===== config.mk =====
export PLATFORM = sky130hd
export DESIGN_NAME = video_pixel_shifter
export DESIGN_NICKNAME = d
export VERILOG_FILES = /design/src/rtl/video_pkg.sv /design/src/rtl/video_blank_fsm.sv /design/src/rtl/video_pixel_shifter.sv
export SDC_FILE = /design/constraint.sdc
export NUM_CORES = 1
export LEC_CHECK = 0
export ABC_AREA = 1
export BUFFER_PORTS_ARGS = -buffer_cell sky130_fd_sc_hd__buf_2
export CAP_MARGIN = 20
export CORE_ASPECT_RATIO = 1.1
export CORE_UTILIZATION = 60
export DETAILED_ROUTE_END_ITERATION = 6
export PLACE_DENSITY = 0.94
export SLEW_MARGIN = 5
export SYNTH_ARGS = -nofsm -noshare
export SYNTH_HDL_FRONTEND = slang
export SYNTH_SLANG_ARGS = --single-unit

===== constraint.sdc =====
create_clock -name CLOCK_10MHZ -period 3.2 [get_ports CLOCK_10MHZ]
set_clock_uncertainty 0.05 [all_clocks]
set_input_delay 0.64 -clock CLOCK_10MHZ [delete_from_list [all_inputs] [get_ports CLOCK_10MHZ]]
set_output_delay 0.64 -clock CLOCK_10MHZ [all_outputs]
set_load 0.05 [all_outputs]

===== src/rtl/video_pkg.sv =====
// Shared types and default geometry for the video pixel shifter.
// The optional VIDEO_INVERSE_EN build relies on these same definitions.
package video_pkg;

   typedef enum logic [1:0] {
      VBLANK = 2'd0,
      TOP    = 2'd1,
      ACTIVE = 2'd2,
      BOTTOM = 2'd3
   } blank_state_t;

   localparam int ACTIVE_PIXELS_D = 512;
   localparam int TOP_LINES_D     = 16;
   localparam int ACTIVE_LINES_D  = 256;
   localparam int LINE_W_D        = 9;

endpackage


===== src/rtl/video_blank_fsm.sv =====
// Frame/line blanking controller.
// It detects the line and frame trigger edges, counts pixels and lines, and
// walks VBLANK -> TOP -> ACTIVE -> BOTTOM. It reports when the display window is open.
module video_blank_fsm
   import video_pkg::*;
#(
   parameter int ACTIVE_PIXELS = ACTIVE_PIXELS_D,
   parameter int TOP_LINES     = TOP_LINES_D,
   parameter int ACTIVE_LINES  = ACTIVE_LINES_D,
   parameter int LINE_W        = LINE_W_D
) (
   input  logic              clk,
   input  logic              rst,
   input  logic              trga_al,
   input  logic              vsync_al,
   input  logic              sft_al,
   output logic              blank_act,
   output logic              in_active,
   output logic [LINE_W-1:0] line_cnt
);

   // The pixel counter must be able to hold ACTIVE_PIXELS itself.
   localparam int PIX_W = $clog2(ACTIVE_PIXELS + 1);

   logic              trga_q;
   logic              vsync_q;
   logic              line_start;
   logic              frame_start;
   logic              h_active;
   logic [PIX_W-1:0]  pix_cnt;
   blank_state_t      state;
   blank_state_t      state_nxt;
   logic [LINE_W-1:0] line_nxt;

   // Remember the previous trigger levels so falling edges can be detected.
   always_ff @(posedge clk or posedge rst) begin
      if (rst) begin
         trga_q  <= 1'b1;
         vsync_q <= 1'b1;
      end else begin
         trga_q  <= trga_al;
         vsync_q <= vsync_al;
      end
   end

   assign line_start  = trga_q & ~trga_al;
   assign frame_start = vsync_q & ~vsync_al;

   // Count shift clocks within a line. The count restarts on each line and stops at the visible width.
   always_ff @(posedge clk or posedge rst) begin
      if (rst) begin
         pix_cnt <= '0;
      end else if (line_start) begin
         pix_cnt <= '0;
      end else if (!sft_al && (pix_cnt < PIX_W'(ACTIVE_PIXELS))) begin
         pix_cnt <= pix_cnt + 1'b1;
      end
   end

   assign h_active = (pix_cnt < PIX_W'(ACTIVE_PIXELS));

   // Vertical state and line counter registers.
   always_ff @(posedge clk or posedge rst) begin
      if (rst) begin
         state    <= VBLANK;
         line_cnt <= '0;
      end else begin
         state    <= state_nxt;
         line_cnt <= line_nxt;
      end
   end

   // Vertical sequencing. A frame start overrides a line start in the same cycle.
   always_comb begin
      state_nxt = state;
      line_nxt  = line_cnt;
      if (frame_start) begin
         state_nxt = TOP;
         line_nxt  = '0;
      end else if (line_start) begin
         case (state)
            TOP: begin
               line_nxt = line_cnt + LINE_W'(1);
               if (line_nxt == LINE_W'(TOP_LINES)) begin
                  state_nxt = ACTIVE;
                  line_nxt  = '0;
               end
            end
            ACTIVE: begin
               line_nxt = line_cnt + LINE_W'(1);
               if (line_nxt == LINE_W'(ACTIVE_LINES)) begin
                  state_nxt = BOTTOM;
               end
            end
            default: begin
               state_nxt = state;
            end
         endcase
      end
   end

   // Open the display window only in active lines and before the pixel limit.
   always_comb begin
      in_active = (state == ACTIVE);
      blank_act = in_active & h_active;
   end

endmodule


===== src/rtl/video_pixel_shifter.sv =====
// Video pixel shifter. It serialises the VD byte MSB-first and gates the result with
// the blanking window. It also produces registered BLANK_AL, CSYNC_AL and LINE_NUM.
// Optional build macro VIDEO_INVERSE_EN adds the REVERSE_AL input. REVERSE_AL is captured per byte and inverts the active pixels.
module video_pixel_shifter
   import video_pkg::*;
#(
   parameter int ACTIVE_PIXELS = ACTIVE_PIXELS_D,
   parameter int TOP_LINES     = TOP_LINES_D,
   parameter int ACTIVE_LINES  = ACTIVE_LINES_D,
   parameter int LINE_W        = LINE_W_D
) (
   input  logic              CLOCK_10MHZ,
   input  logic              RESET,
   input  logic              LD_SFT_AL,
   input  logic              SFT_AL,
   input  logic [7:0]        VD,
   input  logic              TRGA_AL,
   input  logic              VSYNC_AL,
`ifdef VIDEO_INVERSE_EN
   input  logic              REVERSE_AL,
`endif
   output logic              PIXEL_OUT,
   output logic              BLANK_AL,
   output logic              CSYNC_AL,
   output logic [LINE_W-1:0] LINE_NUM
);

   logic [7:0]        shreg;
   logic              pix_bit;
   logic              blank_act;
   logic              in_active;
   logic [LINE_W-1:0] line_cnt;

   video_blank_fsm #(
      .ACTIVE_PIXELS (ACTIVE_PIXELS),
      .TOP_LINES     (TOP_LINES),
      .ACTIVE_LINES  (ACTIVE_LINES),
      .LINE_W        (LINE_W)
   ) u_fsm (
      .clk       (CLOCK_10MHZ),
      .rst       (RESET),
      .trga_al   (TRGA_AL),
      .vsync_al  (VSYNC_AL),
      .sft_al    (SFT_AL),
      .blank_act (blank_act),
      .in_active (in_active),
      .line_cnt  (line_cnt)
   );

   // Parallel load or shift the pixel byte. Load wins when both are requested.
   always_ff @(posedge CLOCK_10MHZ or posedge RESET) begin
      if (RESET) begin
         shreg <= 8'h00;
      end else if (!LD_SFT_AL) begin
         shreg <= VD;
      end else if (!SFT_AL) begin
         shreg <= {shreg[6:0], 1'b0};
      end
   end

`ifdef VIDEO_INVERSE_EN
   logic rev_q;

   // Capture the reverse-video attribute with its byte so it applies per character cell.
   always_ff @(posedge CLOCK_10MHZ or posedge RESET) begin
      if (RESET) begin
         rev_q <= 1'b1;
      end else if (!LD_SFT_AL) begin
         rev_q <= REVERSE_AL;
      end
   end

   assign pix_bit = shreg[7] ^ ~rev_q;
`else
   assign pix_bit = shreg[7];
`endif

   // Output stage: one register after the shifter and the blanking state.
   always_ff @(posedge CLOCK_10MHZ or posedge RESET) begin
      if (RESET) begin
         PIXEL_OUT <= 1'b0;
         BLANK_AL  <= 1'b0;
         CSYNC_AL  <= 1'b1;
         LINE_NUM  <= '0;
      end else begin
         PIXEL_OUT <= pix_bit & blank_act;
         BLANK_AL  <= blank_act;
         CSYNC_AL  <= TRGA_AL & VSYNC_AL;
         LINE_NUM  <= in_active ? line_cnt : '0;
      end
   end

endmodule


# Yosys cells after proc, flatten, opt, wreduce, memory -nomap -nowiden
# Cells that the tools add are included.
# op_classes
n_eq_ne	7
n_mux	14
n_addsub	2
magnitude_cmp	1
n_reduce_logical	7
bitwise_logic	7
# op_table
operator	count
$mux 9	4
$mux 10	2
$pmux 9 s2	1
$mux 8	2
$add 10x1->10 const B	1
$lt 10x10->1 const B	1
$add 9x1->9 const B	1
$eq 9x5->1 const B	1
$eq 9x9->1 const B	1
$mux 2	4
$ne 3x1->1 const B	2
$and 1x1->1	5
$pmux 2 s2	1
$reduce_and 4->1	1
$reduce_bool 2->1	2
$reduce_bool 3->1	1
$eq 2x1->1 const B	1
$eq 2x2->1 const B	1
$ne 2x2->1 const B	1
$not 1->1	2
$reduce_and 2->1	1
$logic_and 1x1->1	1
$logic_not 1->1	1
# totals
wordCells	48
reg_bits	43
input_bits	14
out_inout_bits	12

# Longest topological paths before layout
# logic_depth
word_depth	6
depth_mapped	13
mapped_depth_nobuf	13

# Cells and area by module
# Synthesis repeated with hierarchy kept, for this count alone.
# unflattened
cells_unflattened	263
area_unflattened_um2	2140.8
# by_module_without_submodules
mod	area_per_inst_um2	cells_each	n_inst	seq_area_each_um2
video_blank_fsm	1348.8	172	1	578.1
video_pixel_shifter	792.0	91	1	501.7

# Worst setup path before layout
# Ideal clock, no wire load.
# synth_path
path_kind	input -> register
startpoint	input port TRGA_AL
endpoint	register u_fsm.line_cnt[0]
n_path_buf	0
setup_ps	83
stages	7
slack_ps	1593
required_ps	3067
arrival_ps	1474
path_cell_list	nor2_2 inv_1 nor2_1 nand2_1 nor2_2 nand2_1 o21ai_0
# synth_between
elab_chain_len	4
# synth_lines
element	line_no	source
start, declared	video_pixel_shifter.sv:17	input logic TRGA_AL,
$not 1->1	video_blank_fsm.sv:46	assign line_start = trga_q & ~trga_al;
$and 1x1->1	video_blank_fsm.sv:46	
$reduce_bool 2->1 (no line)	--	
$reduce_and 2->1 (no line)	--	
end signal, assigned	video_blank_fsm.sv:69	line_cnt <= line_nxt;
end, declared	video_blank_fsm.sv:19	output logic [LINE_W-1:0] line_cnt
# No other way between the ends.
# A chain may end at the register's enable or synchronous reset.

# Worst setup path in the final report
# layout_path
startpoint	register CSYNC_AL
endpoint	output port CSYNC_AL
# layout_rtl
element	line_no	source
start, declared	video_pixel_shifter.sv:24	output logic CSYNC_AL,
start signal, assigned	video_pixel_shifter.sv:88	CSYNC_AL <= TRGA_AL & VSYNC_AL;
# No word-level cell between the ends.

==> reports/results.ini <==
[outcome]
outcome = finished, violations left
violations = DRC

[setup_path]
cp-end-kind = output pin
worstPathCellList = buf_2
critPathSlowestCell = dfstp_2
cp.depth = 1
crit_type = register to output pin
cp_num_buf_inv = 1
max_stage_delay_ns = 0.53
cp_max_fo = 1
r2r_slack_ns = 1.38
required_ns = 2.51
critPathLaunchType = register
cp_top_family = flip-flops
ff2ff_path_depth = 12
worstPathArrival_ns = 1.14

[synthesis]
yosysSeqAreaShare_pct = 54.1
yosysUniqueCellTypes = 27
synth_top_area_share_pct = 50.2
syn_avg_cell_area_um2 = 8.21
synth_compound_area_share_pct = 9.22
yosys_warnings = 0
synthSimpleGateAreaFrac_pct = 25.5
synthesis.area_mm2 = 0.00200
netlist_top_cells_area = dfrtp_1 50%, nand2_1 13%, inv_1 8.1%
synth_largest_area_cell = dfrtp_1
syn_nets = 261
syn_inst = 243
ys_ff_latch = 43
synth_adder_area_share_pct = 2.51
synth-xor-area-share_pct = 0
synth_top_family_by_area = simple AND/OR/NAND/NOR gates
synth_mux_area_share_pct = 0

[global_routing]
gr-usage-met2_pct = 38.8
gr-usage-all-layers_pct = 23.1
grt_pass1_wl_mm = 6.29
grt_pass1_vias = 1535
busiest_layer = met2
antenna_found_initial = 0
use_met1_pct = 27.6
met3_usage_pct = 6.00
gr-total-overflow = 0
grt_max_degree = 44

[floorplanning]
coreArea_mm2 = 0.00310
die_w_um = 57.0
die_h_um = 62.5
dieArea_mm2 = 0.00356
row_count = 21
io_pins = 26
initial_core_util_pct = 64.4

[timing]
report.final.slew_viol_count = 0
final.setup.tns_ns = 0
fmax_ghz = 0.547
slew_headroom_pct = 64.8
tightest_slew_ns = 0.524
min_period_over_period_pct = 57.1
hold_viol_final = 0
min_period_ns = 1.83
rsz0062_at_grt = no
setup_viol = 0

[clock_tree]
htree_levels = 2
cts_hold_buffers = 0
cts_tree = built
postCtsSetupBuffers = 0
numCtsBuffers = 5
cts-resized-gates = 0
clockBufferDepth = 2
cts.sink_count = 43
clock_latency_ns = 0.35
cts_root_buf = clkbuf_4
clk_pin_slew_ns = 0.12

[power_and_ir_drop]
p_sw_mw = 0.322
p_int_mw = 0.804
cellPowerDensity_mw_per_mm2 = 503
total_power_mw = 1.13
switching_share_pct = 28.6
pwr-share-seq_pct = 54.4
leakage_nw = 1.22
pwr-share-comb_pct = 16.5
irDropWorstVdd_v = 0.000270
power_frac_clock_pct = 29.1

[final_layout]
area_growth_pct = 12.2
final_common_cell = nand2_1
drive_gt1_share_pct = 16.4
stdcell_count = 309
n_antenna_cell = 0
final_nets = 293
final_cell_mix = 69 x nand2_1, 43 x inv_1, 40 x dfrtp_1

[flow_run]
max_cap_viol_count = 0

[placement]
dp.cells = 302
io_buffers = 25
gp_congestion = 0.832
dp_hpwl_mm = 2.73

[detailed_routing]
wl_mm = 3.62
viasPerCell = 5.20
drtIter0Drc = 79
route.vias.total = 1606
ant_nets = 0
avgRoutedWirePerCell_um = 11.7
first_pass_iters = 7
route.detailed.drc = 6

[hold_path]
hold_class = input pin to async pin

[final cells by class]
class | count | area [um^2]
well taps | 34 | 42.5
clock buffers | 6 | 41.3
flip-flops and latches | 43 | 1080
multi-input cells | 154 | 743
inverters | 45 | 169
clock inverters | 1 | 30.0
repair buffers | 26 | 133
fillers | 237 | 862
[cell families (layout without fill, tap and decap cells)]
family,count (synthesis),count (layout)
and+or+nand+nor,119,119
adders and majority gates,4,4
buffers and inverters,46,78
AOI/OAI and AO/OA,31,31
DFF,43,43
[worst paths after layout]
kind	start	end
max	CSYNC_AL$_DFF_PP1_	CSYNC_AL
min	RESET	LINE_NUM[1]$_DFF_PP0_
max reg2reg	u_fsm.line_cnt[1]$_DFFE_PP0P_	u_fsm.line_cnt[0]$_DFFE_PP0P_
min reg2reg	u_fsm.pix_cnt[8]$_DFFE_PP0P_	u_fsm.pix_cnt[8]$_DFFE_PP0P_
max in group asynchronous	RESET	u_fsm.trga_q$_DFF_PP1_
min in group CLOCK_10MHZ	TRGA_AL	u_fsm.trga_q$_DFF_PP1_
[power by group through the flow]
| stage | clock (mW) | sequential, mW | combinational, mW |
|---|---|---|---|
| finish | 0.328 | 0.613 | 0.186 |
| detailed placement | 0 | 0.623 | 0.185 |
| CTS | 0.336 | 0.613 | 0.188 |
| global placement | 0 | 0.621 | 0.177 |
| global route | 0.355 | 0.618 | 0.209 |
| floorplan | 0 | 0.642 | 0.113 |
[stage by stage]
step,utilization [%],area (um^2),hold slack (ns),setup WS [ns]
after global placement,69.9,2170,0.405,1.31
after floorplan,-,2000,0.383,1.51
after global routing,72.2,2240,0.320,1.14
after detailed placement,69.9,2170,0.434,1.19
after CTS,72.2,2240,0.330,1.36
final,72.2,2240,0.340,1.37
[layer usage]
metal | vias up | routed length [um] | part of all wire [%]
met5 | - | 0 | 0
met4 | 0 | 59 | 1.6
met3 | 6 | 124 | 3.4
met2 | 32 | 1840 | 51
met1 | 745 | 1600 | 44
li1 | 823 | - | -
[sequential cells by signal, indices dropped and copies added, names as in the netlist]
register and flops:
BLANK_AL 1, u_fsm.line_cnt 9, LINE_NUM 9, PIXEL_OUT 1, u_fsm.pix_cnt 10, u_fsm.vsync_q 1
shreg 8, u_fsm.state 2, u_fsm.trga_q 1, CSYNC_AL 1
[synth_stat cells]
master    instances
nand3_2           1
inv_2             1
ha_1              4
o21ai_0          12
dfstp_2           3
nor2_1           20
a22o_1            1
nand2_2           1
o221ai_1          2
inv_1            43
nor3_2            1
o22ai_1           1
o211ai_1          3
nand2_1          69
a221oi_1          1
nor3_1            3
dfrtp_1          40
nor2_2            5
clkinv_1          1
o21ai_1           3
o32ai_1           1
clkbuf_1          1
a21oi_1           6
nand3_1          17
a31oi_1           1
nor2_4            1
nor4_1            1
No activity file was read; power rests on OpenSTA's default activity.
